`src/rtl/bowling_frame_ctrl.sv`:
```
// Bowling game sequencer: frame/ball schedule, target-lane LFSR, throw
// handshake, and score accumulation with strike/spare bonuses.
module bowling_frame_ctrl #(
  parameter int         NUM_FRAMES = 10,
  parameter int         NUM_PINS   = 10,
  parameter logic [2:0] LFSR_SEED  = 3'b001
) (
  input  logic       CLOCK_50,
  input  logic       resetn,
  input  logic       start,
  input  logic       throw_valid,
  input  logic [3:0] pins_hit,
  output logic       throw_ready,
  output logic [2:0] target,
  output logic [3:0] frame_num,
  output logic       ball_num,
  output logic [3:0] pins_standing,
  output logic [8:0] score,
  output logic       strike,
  output logic       spare,
  output logic       round_reset,
  output logic       game_over
);

  localparam logic [3:0] PINS_FULL  = 4'(NUM_PINS);
  localparam logic [3:0] LAST_FRAME = 4'(NUM_FRAMES);

  typedef enum logic [2:0] {
    IDLE       = 3'd0,
    NEW_BALL   = 3'd1,
    WAIT_THROW = 3'd2,
    SCORE      = 3'd3,
    FRAME_END  = 3'd4,
    GAME_OVER  = 3'd5
  } state_t;

  state_t     state_q, state_d;
  logic [2:0] lfsr_q, lfsr_d;
  logic [2:0] target_q, target_d;
  logic [3:0] frame_q, frame_d;
  logic       ball_q, ball_d;
  logic [3:0] pins_q, pins_d;
  logic [3:0] p_q, p_d;
  logic [8:0] score_q, score_d;
  logic [1:0] b1_q, b1_d;
  logic       b2_q, b2_d;
  logic       strike_q, strike_d;
  logic       spare_q, spare_d;
  logic       rr_q, rr_d;

  logic [2:0] lfsr_nxt;
  logic [3:0] hit_clamp;
  logic       clear_all;
  logic       bonus_en;
  logic       is_strike;
  logic       is_spare;

  // Fibonacci step for x^3+x^2+1.
  function automatic logic [2:0] lfsr_step(input logic [2:0] q);
    return {q[1:0], q[2] ^ q[1]};
  endfunction

  // Adds p weighted by (1+b1) and clamps the 9-bit total at 511.
  function automatic logic [8:0] score_sat(input logic [8:0] s,
                                           input logic [3:0] p,
                                           input logic [1:0] b1);
    logic [9:0] inc;
    logic [9:0] sum;
    inc = 10'(p) * (10'(b1) + 10'd1);
    sum = {1'b0, s} + inc;
    return sum[9] ? 9'h1FF : sum[8:0];
  endfunction

  // Next-state and datapath updates for the game schedule.
  always_comb begin
    state_d   = state_q;
    lfsr_d    = lfsr_q;
    target_d  = target_q;
    frame_d   = frame_q;
    ball_d    = ball_q;
    pins_d    = pins_q;
    p_d       = p_q;
    score_d   = score_q;
    b1_d      = b1_q;
    b2_d      = b2_q;
    strike_d  = 1'b0;
    spare_d   = 1'b0;
    rr_d      = 1'b0;
    lfsr_nxt  = lfsr_step(lfsr_q);
    hit_clamp = (pins_hit > pins_q) ? pins_q : pins_hit;
    clear_all = (p_q == pins_q);
    bonus_en  = (frame_q != LAST_FRAME);
    is_strike = ~ball_q & clear_all;
    is_spare  = ball_q & clear_all;

    case (state_q)
      IDLE: begin
        if (start) state_d = NEW_BALL;
      end
      NEW_BALL: begin
        lfsr_d   = lfsr_nxt;
        target_d = {1'b0, lfsr_nxt[1:0]} + 3'd1;
        state_d  = WAIT_THROW;
      end
      WAIT_THROW: begin
        if (throw_valid) begin
          p_d     = hit_clamp;
          state_d = SCORE;
        end
      end
      SCORE: begin
        score_d = score_sat(score_q, p_q, b1_q);
        b1_d    = {1'b0, b2_q} + {1'b0, is_strike & bonus_en}
                + {1'b0, is_spare & bonus_en};
        b2_d    = is_strike & bonus_en;
        if (is_strike) begin
          strike_d = 1'b1;
          state_d  = FRAME_END;
        end else if (is_spare) begin
          spare_d = 1'b1;
          state_d = FRAME_END;
        end else if (ball_q) begin
          state_d = FRAME_END;
        end else begin
          pins_d  = pins_q - p_q;
          ball_d  = 1'b1;
          state_d = NEW_BALL;
        end
      end
      FRAME_END: begin
        rr_d   = 1'b1;
        pins_d = PINS_FULL;
        ball_d = 1'b0;
        if (frame_q == LAST_FRAME) begin
          state_d = GAME_OVER;
        end else begin
          frame_d = frame_q + 4'd1;
          state_d = NEW_BALL;
        end
      end
      GAME_OVER: begin
        if (start) begin
          score_d = '0;
          b1_d    = '0;
          b2_d    = 1'b0;
          frame_d = 4'd1;
          ball_d  = 1'b0;
          pins_d  = PINS_FULL;
          state_d = NEW_BALL;
        end
      end
      default: state_d = IDLE;
    endcase
  end

  // State and datapath registers with asynchronous clear.
  always_ff @(posedge CLOCK_50 or negedge resetn) begin
    if (!resetn) begin
      state_q  <= IDLE;
      lfsr_q   <= LFSR_SEED;
      target_q <= 3'd1;
      frame_q  <= 4'd1;
      ball_q   <= 1'b0;
      pins_q   <= PINS_FULL;
      p_q      <= '0;
      score_q  <= '0;
      b1_q     <= '0;
      b2_q     <= 1'b0;
      strike_q <= 1'b0;
      spare_q  <= 1'b0;
      rr_q     <= 1'b0;
    end else begin
      state_q  <= state_d;
      lfsr_q   <= lfsr_d;
      target_q <= target_d;
      frame_q  <= frame_d;
      ball_q   <= ball_d;
      pins_q   <= pins_d;
      p_q      <= p_d;
      score_q  <= score_d;
      b1_q     <= b1_d;
      b2_q     <= b2_d;
      strike_q <= strike_d;
      spare_q  <= spare_d;
      rr_q     <= rr_d;
    end
  end

  assign throw_ready   = (state_q == WAIT_THROW);
  assign game_over     = (state_q == GAME_OVER);
  assign target        = target_q;
  assign frame_num     = frame_q;
  assign ball_num      = ball_q;
  assign pins_standing = pins_q;
  assign score         = score_q;
  assign strike        = strike_q;
  assign spare         = spare_q;
  assign round_reset   = rr_q;

endmodule

```
`config.mk`:
```
export PLATFORM = sky130hd
export DESIGN_NAME = bowling_frame_ctrl
export DESIGN_NICKNAME = d
export VERILOG_FILES = /design/src/rtl/bowling_frame_ctrl.sv
export SDC_FILE = /design/constraint.sdc
export NUM_CORES = 1
export LEC_CHECK = 0
export BUFFER_PORTS_ARGS = -buffer_cell sky130_fd_sc_hd__buf_2
export CORE_MARGIN = 2
export CORE_UTILIZATION = 35
export CTS_BUF_LIST = sky130_fd_sc_hd__clkbuf_8
export CTS_CLUSTER_DIAMETER = 120
export CTS_CLUSTER_SIZE = 24
export DETAILED_ROUTE_END_ITERATION = 8
export PLACE_DENSITY = 0.5
export SYNTH_ARGS = -nofsm -noshare
export SYNTH_HDL_FRONTEND = slang
export SYNTH_SLANG_ARGS = --single-unit
```
`constraint.sdc`:
```
create_clock -name CLOCK_50 -period 3.9 [get_ports CLOCK_50]
set_input_delay 0.39 -clock CLOCK_50 [delete_from_list [all_inputs] [get_ports CLOCK_50]]
set_output_delay 0.39 -clock CLOCK_50 [all_outputs]
set_load 0.02 [all_outputs]
```
Word level (Yosys, flattened, before mapping):

Cells that the tools add are included.

* ROM bits: 0
* latch bits: 0
* bits in registers: 37
* memory bits (writable): 0
* output and inout bits: 26
* logic and storage cells: 86
* input bits: 8
* memories kept: 0

* add/subtract/negate cells: 7
* shifts and indexed selects: 0
* mux-type cells: 32
* $lt $le $gt $ge: 1
* bitwise logic cells: 6
* reductions and logical operators: 11
* $mul: 1
* divide/modulo/power cells: 0
* eq/ne operators: 15

Operator list (count)
* $mux 4: 7
* $mux 3: 6
* $mux 9: 2
* $pmux 9 s2: 1
* $pmux 3 s5: 1
* $ne 2x2->1 const B: 6
* $pmux 4 s3: 1
* $add 9x7->10: 1
* $mux 1: 9
* $pmux 4 s2: 1
* $mul 4x3->7: 1
* $add 2x1->3 const B: 2
* $eq 3x2->1 const B: 2
* $eq 3x3->1 const B: 2
* $reduce_and 2->1: 3
* $reduce_and 5->1: 1
* $add 4x1->4 const B: 1
* $and 1x1->1: 4
* $eq 4x4->1: 1
* $eq 4x4->1 const B: 1
* $gt 4x4->1: 1
* $ne 4x4->1 const B: 1
* $pmux 2 s2: 1
* $reduce_and 4->1: 1
* other kinds (15): 16

Depth between registers and ports, before layout:

Gate-level depths: netlist of run 1.

* depth after elaboration: 6
* mapped depth: 12
* mapped depth without buffers: 12

Least setup slack after synthesis of run 1:

No wires, ideal clock.

* path type: reg2reg
* start point: register b1_q[0]
* end point: register score_q[8], in the netlist score[8]
* data required time: 3779 ps
* arrival: 3167 ps
* clock period less this slack: 3288 ps
* cell stages (with the launch flop): 13
* setup time: 121 ps
* path slack: 612 ps
* cell sequence: dfrtp_1 ha_1 and2_1 fa_1 inv_1 fa_1 inv_1 ha_1 nand2b_1 a21oi_1 o211ai_1 o21ai_0 a22o_1

* longest elaborated chain between the ends: 5

RTL lines
* start, declared: line 45 `logic [1:0] b1_q, b1_d;`
* start signal, assigned: line 167 `b1_q <= '0;`
* start signal, assigned: line 181 `b1_q <= b1_d;`
* $add 2x1->3: line 69 `inc = 10'(p) * (10'(b1) + 10'd1);`
* $mul 4x3->7: line 69
* $add 9x7->10: line 70 `sum = {1'b0, s} + inc;`
* $mux 9: line 71 `return sum[9] ? 9'h1FF : sum[8:0];`
* $pmux 9 s2: line 96 `case (state_q)`
* end signal, assigned: line 180 `score_q <= score_d;`
* end, declared: line 44 `logic [8:0] score_q, score_d;`

Every way passes these cells.
A chain may end at the register's enable or synchronous reset.

Worst setup path in the final report of run 1:

Ends and elaborated chain as after synthesis.

==> metrics.txt, run 1 <==
status complete, no violations; antenna viol nets, final 0; FP Rows 30; fillcell total about 700; P&R area growth vs syn 16.24%; Total Wirelength 5.210 mm; crit start category flip-flop; share of the synthesized area in the top cell type 32.08%; die width about 88 microns; vias in the first global route ~1800; worst rel slew slack about 43%; Remaining DRCs 0; met3 usage approximately 3.4%; Final min period 3565 ps; buffers added on ports 33; Reg-to-Reg Start b1_q[0]; starting density of the core between 30% and 40%; leading area contributor after synthesis dfrtp_1; Util after Layout a little over two fifths; top post-synthesis cells by area dfrtp_1 (32%), ha_1 (11%), fa_1 (7.2%); Critical Path Sink Type flip-flop; Yosys cell types between 40 and 50; clock tree buffer depth 2; routing usage on met2 between 20 and 25%; Worst-path clk slew 80 ps; total negative slack 0 ps; CTS buffer count 5; crit path buf inv count 2; slew of the pin with the lowest slew margin roughly 850 ps; via count roughly 1800; vias per inst 4.760; die area slightly below 8000 sq um; ys flop type dfrtp_1; Routability Congestion 0.7959; VDD IR-drop max a little over 0.4 mV; Die Ht about 88 microns; fmax about 0.28 GHz; skew final about 9 ps; top cells by count, synth dfrtp_1 (32), inv_1 (32), ha_1 (21); crit path cell chain ha_1, and2_1, fa_1, inv_1, fa_1, inv_1, ha_1, nand2b_1, a21oi_2, o211ai_1, o21ai_0, a22o_1; unrepaired setup endpoints after global routing false; delay-heaviest family, CP adder cells; peak-usage layer in the global routing report met2; Avg WL per Cell 13.43 microns; gr usage total about 15%; PwrDens between 900 and 1000 nW/um^2; crit share post-route about nine tenths; clock latency on the worst-skew pair around 290 ps; share of layout cells above drive strength 1 around 23%; Placed Area between 2000 and 3000 sq um; I/O Pins 34; Core Region ~6800 sq um; GR Overflow Total 0; Ys Warns 0; GRT met1 Usage 21.78%; diode count 0; largest net degree at the start of global routing 38; Syn Inst Count around 250; Worst EP arrival about 3800 ps; Sink Count 37; r2r endpoint score[8]; worst reg-to-reg path cell count 12; max-cap viol count 0; CP max stage cell fa_1; Cell Area, Synth approximately 2500 sq um; TritonCTS clock tree done; critical path peak fanout 8; DRT Pass-1 Iters 7; Finished Cell Area approximately 2900 sq um; Pleak 1.427 nW; Mapped Nets about 300; DRT iter0 DRCs just over 100; first-pass GRT wire length ~9 mm; Worst Hold Class primary input to async pin; Avg Cell Area, Syn around 10 sq um; fin nets roughly 330; Crit path required time just over 4000 ps; Root Buffer clkbuf_8; asr flop ratio synth 100.0%; HPWL after detailed placement roughly 3.9 mm; initial antenna violation count 0; Setup Viol. Count Final 0; max-slew violations 0; post-synthesis sequential area ratio a little under two fifths; R2R Setup Slk about 340 ps; H-tree depth 2; final hold slack 185.7 ps; Final Hold Viols 0; slowest stage delay, CP 500 ps; EDFF count, synth 0; critical path type flip-flop to flip-flop; #FFs+latches synth 37
flip-flops by register name (all words and copies together), names as in the netlist:
signal	count
p_q	4
strike	1
ball_num	1
spare	1
target	3
pins_standing	4
score	9
round_reset	1
lfsr_q	3
state_q	3
frame_num	4
b1_q	2
b2_q	1
routing by layer:
layer  vias to the layer above  wire, microns
li1                        936              -
met1                       862           2629
met2                        42           2272
met3                         7            233
met4                         0             75
met5                         -              0
worst max-delay path by stage:
| stage | slack, ps | to | startpoint | depth (start not counted) |
|---|---|---|---|---|
| 2_1_floorplan | 610 | score[8] | b1_q[0] | 12 |
| 3_3_place_gp | 390 | score[8] | b1_q[0] | 12 |
| 3_5_place_dp | 330 | score[8] | b1_q[0] | 12 |
| 4_1_cts | 310 | score[8] | b1_q[0] | 12 |
| 5_1_grt | 30 | score[8] | b1_q[0] | 12 |
| 6_report | 340 | score[8] | b1_q[0] | 12 |
power breakdown:
part           internal (mW)  switching, mW  total [mW]
Clock                  0.254          0.143       0.397
Combinational          0.674          0.902        1.58
Sequential             0.560          0.184       0.744
Total                   1.49           1.23        2.72
cell families (layout without fill, tap and decap cells):
| group | count (synthesis) | after routing | share of synthesized area [%] |
|---|---|---|---|
| fa+ha+maj | 30 | 30 | 17.74 |
| buf+inv | 36 | 74 | 5.815 |
| compound gates | 63 | 63 | 16.34 |
| xor+xnor | 9 | 9 | 3.158 |
| mux | 9 | 9 | 3.860 |
| flops | 37 | 37 | 37.34 |
| simple gates | 70 | 70 | 15.74 |
through the flow:
stage	cells	power [mW]	setup WS (ps)
CTS	387	2.761	314.2
global route	388	3.007	31.78
finish	388	2.718	335.2
global placement	379	2.361	392.6
detailed placement	379	2.340	330.0
floorplan	254	1.961	612.2
layout by cell type, fill, tap and decap left out, types with 3 or more instances in the layout:
master     n
a21o_1     5
a21oi_1   16
a22o_1     3
a31oi_1    3
and2_1     5
and3_1     3
buf_2     33
clkbuf_8   5
dfrtp_1   32
dfstp_2    5
fa_1       9
ha_1      21
inv_1     32
mux2_2     5
mux2i_1    4
nand2_1   15
nand2b_1   6
nor2_1    18
nor2b_1    7
o211ai_1   5
o21ai_0   19
xor2_1     7
area by class of cell:
| class | instances | area (sq um) | share of cell area, % |
|---|---|---|---|
| Clock buffer | 5 | 68.82 | 2.372 |
| Inverter | 32 | 120.1 | 4.140 |
| Sequential cell | 37 | 932.1 | 32.13 |
| Tap cell | 96 | 120.1 | 4.140 |
| Clock inverter | 3 | 65.06 | 2.242 |
| Timing Repair Buffer | 34 | 172.7 | 5.951 |
| Multi-Input combinational cell | 181 | 1423 | 49.03 |
repair_timing:
item / 4_1_cts / 5_1_grt
endpoints found under the setup margin: 0 / 4
endpoints found under the hold margin: 0 / 0
hold buffers: 0 / 0
resized for setup: 0 / 1
setup buffers: 0 / 1
No activity file was read; power rests on OpenSTA's default activity.
==> run 2, diff against run 1 <==
--- a/config.mk
+++ b/config.mk
@@ -7,12 +7,12 @@
 export LEC_CHECK = 0
 export BUFFER_PORTS_ARGS = -buffer_cell sky130_fd_sc_hd__buf_2
 export CORE_MARGIN = 2
-export CORE_UTILIZATION = 35
+export CORE_UTILIZATION = 45
 export CTS_BUF_LIST = sky130_fd_sc_hd__clkbuf_8
 export CTS_CLUSTER_DIAMETER = 120
 export CTS_CLUSTER_SIZE = 24
 export DETAILED_ROUTE_END_ITERATION = 8
-export PLACE_DENSITY = 0.5
+export PLACE_DENSITY = 0.62
 export SYNTH_ARGS = -nofsm -noshare
 export SYNTH_HDL_FRONTEND = slang
 export SYNTH_SLANG_ARGS = --single-unit
==> run 2 against run 1 <==
  * Register-to-register slack worse by 30 ps
  * Design area decreased by 1.9%
  * Critical endpoint is now score[0]
  * Hold slack better by 9.7 ps
  * Combinational power about the same
  * Final cell count fell by 6.4%
  * First-iteration DRC count down 8.9%
  * Largest power group unchanged
  * Setup slack got worse by 27 ps
  * Highest routed layer unchanged
  * Wire length down 2.9%
  * Global-route usage rose by 2.9 points
  * Flip-flop and latch count unchanged
  * Die area decreased by 21%
  * Maximum frequency fell by 0.76%
==> metrics.txt, run 2 (same netlist as run 1, synthesis figures left out) <==
status complete, no violations; Remaining DRCs 0; peak-usage layer in the global routing report met2; buffers added on ports 33; TritonCTS clock tree done; clock share of power approximately 13%; DRT iter0 DRCs 92; CTS buffer count 5; most frequent cells in the layout buf_2 (33), inv_1 (32), dfrtp_1 (32); final hold slack 195.4 ps; worst rel slew slack 45.60%; Avg WL per Cell between 10 and 15 microns; HPWL after detailed placement between 3 and 4 mm; Critical Path Sink Type flip-flop; critical path peak fanout 8; first-pass GRT wire length about 8.6 mm; Worst Hold Class primary input to async pin; vias in the first global route 1767; Crit path required time between 4000 and 5000 ps; diode count 0; die width slightly below 80 microns; Util after Layout between 50% and 60%; commonest non-fill, non-tap cell in the layout buf_2; skew final 6.211 ps; initial antenna violation count 0; via count 1876; clock tree buffer depth 2; Final min period around 3600 ps; fmax 0.2784 GHz; Routability Congestion 0.8274; slew of the pin with the lowest slew margin about 800 ps; P&R area growth vs syn 14.04%; Post-CTS Setup Bufs 0; Logic pwr share just under 60%; max FFs per register 9; I/O Pins 34; Setup Viol. Count Final 0; Flop pwr share ~28%; routing usage on met2 28.53%; final worst setup slack just over 300 ps; fin nets ~330; overall power 2.702 mW; max-cap viol count 0; share of layout cells above drive strength 1 between 20% and 30%; Pleak about 1.4 nW; Worst EP arrival approximately 3800 ps; Internal between 1 and 1.5 mW; die area between 6000 and 7000 sq um; Final Hold Viols 0; GR Overflow Total 0; largest net degree at the start of global routing 38; net load switching power between 1 and 1.5 mW; gr usage total between 10% and 20%; R2R Setup Slk slightly above 300 ps; met3 usage 2.414%; FP Rows 27; Die Ht approximately 78 microns; Worst-path clk slew 70 ps; DRT Pass-1 Iters 4; Sink Count 37; Total Wirelength between 5 and 6 mm; H-tree depth 2; critical path type flip-flop to flip-flop; clock latency on the worst-skew pair just under 300 ps; GRT met1 Usage 24.85%; dpl ws 331.8 ps; starting density of the core a little under half; cts hold-fix bufs 0; unrepaired setup endpoints after global routing false; crit share post-route around 92%; total negative slack 0 ps; antenna viol nets, final 0; fillcell total a little over 500; Core Region between 5000 and 6000 sq um; vias per inst around 5.2; max-slew violations 0; Root Buffer clkbuf_8; crit start category flip-flop; post-cts sizing count 0; PwrDens ~950 nW/um^2; Sw Share a little under half; VDD IR-drop max around 0.43 mV
## run 2: changes by cell type in the layout (fill, tap and decap cells not counted), sizes merged
cell / change
clkinvlp: +1
clkinv: -1
buf: -1
clkbuf: +1
bufinv: -1
## run 2: per-stage QoR
stage          area (sq um)  cells
2_1_floorplan          2496    254
3_3_place_gp           2726    355
3_5_place_dp           2726    355
4_1_cts                2846    363
5_1_grt                2846    363
6_report               2846    363
## run 2: worst paths after layout
| path | endpoint | cells after the start | start |
|---|---|---|---|
| setup / recovery | score[0] | 12 | b1_q[0] |
| hold / removal | p_q[0] | 1 | resetn |
| setup reg to reg | score[0] | 12 | b1_q[0] |
| hold reg to reg | target[0] | 2 | target[0] |
| max in group asynchronous | score[0] | 1 | resetn |
| min in group CLOCK_50 | frame_num[2] | 2 | start |
## run 2: area by class of cell
| class | instances | area (sq um) | share of cell area (%) |
|---|---|---|---|
| clock buffers | 6 | 82.58 | 2.901 |
| clock inverters | 2 | 37.54 | 1.319 |
| inverters | 32 | 120.1 | 4.220 |
| multi-input cells | 181 | 1419 | 49.85 |
| flip-flops and latches | 37 | 932.1 | 32.75 |
| well taps | 72 | 90.09 | 3.165 |
| repair buffers | 33 | 165.2 | 5.802 |
## run 2: metal layers
metal / share of wire (%) / up-vias
met5: 0 / -
met4: 1.1 / 0
met3: 2.4 / 5
met2: 47 / 24
met1: 49 / 906
li1: - / 941
## run 2: power by group through the flow
stage	clock (mW)	combinational (mW)	sequential (mW)
after CTS	0.353	1.62	0.748
final	0.345	1.61	0.747
after detailed placement	0	1.61	0.756
after floorplan	0	1.14	0.819
after global routing	0.368	1.84	0.773
after global placement	0	1.59	0.753
## run 2: critical path, cell delays in order (launching register included)
cell	delay, ps
dfrtp_1	430
ha_1	350
nand2_1	90
fa_1	510
inv_1	50
fa_1	530
inv_1	70
fa_1	450
nand2b_1	180
a21oi_1	230
o211ai_1	280
nor2b_1	210
o21ai_0	130
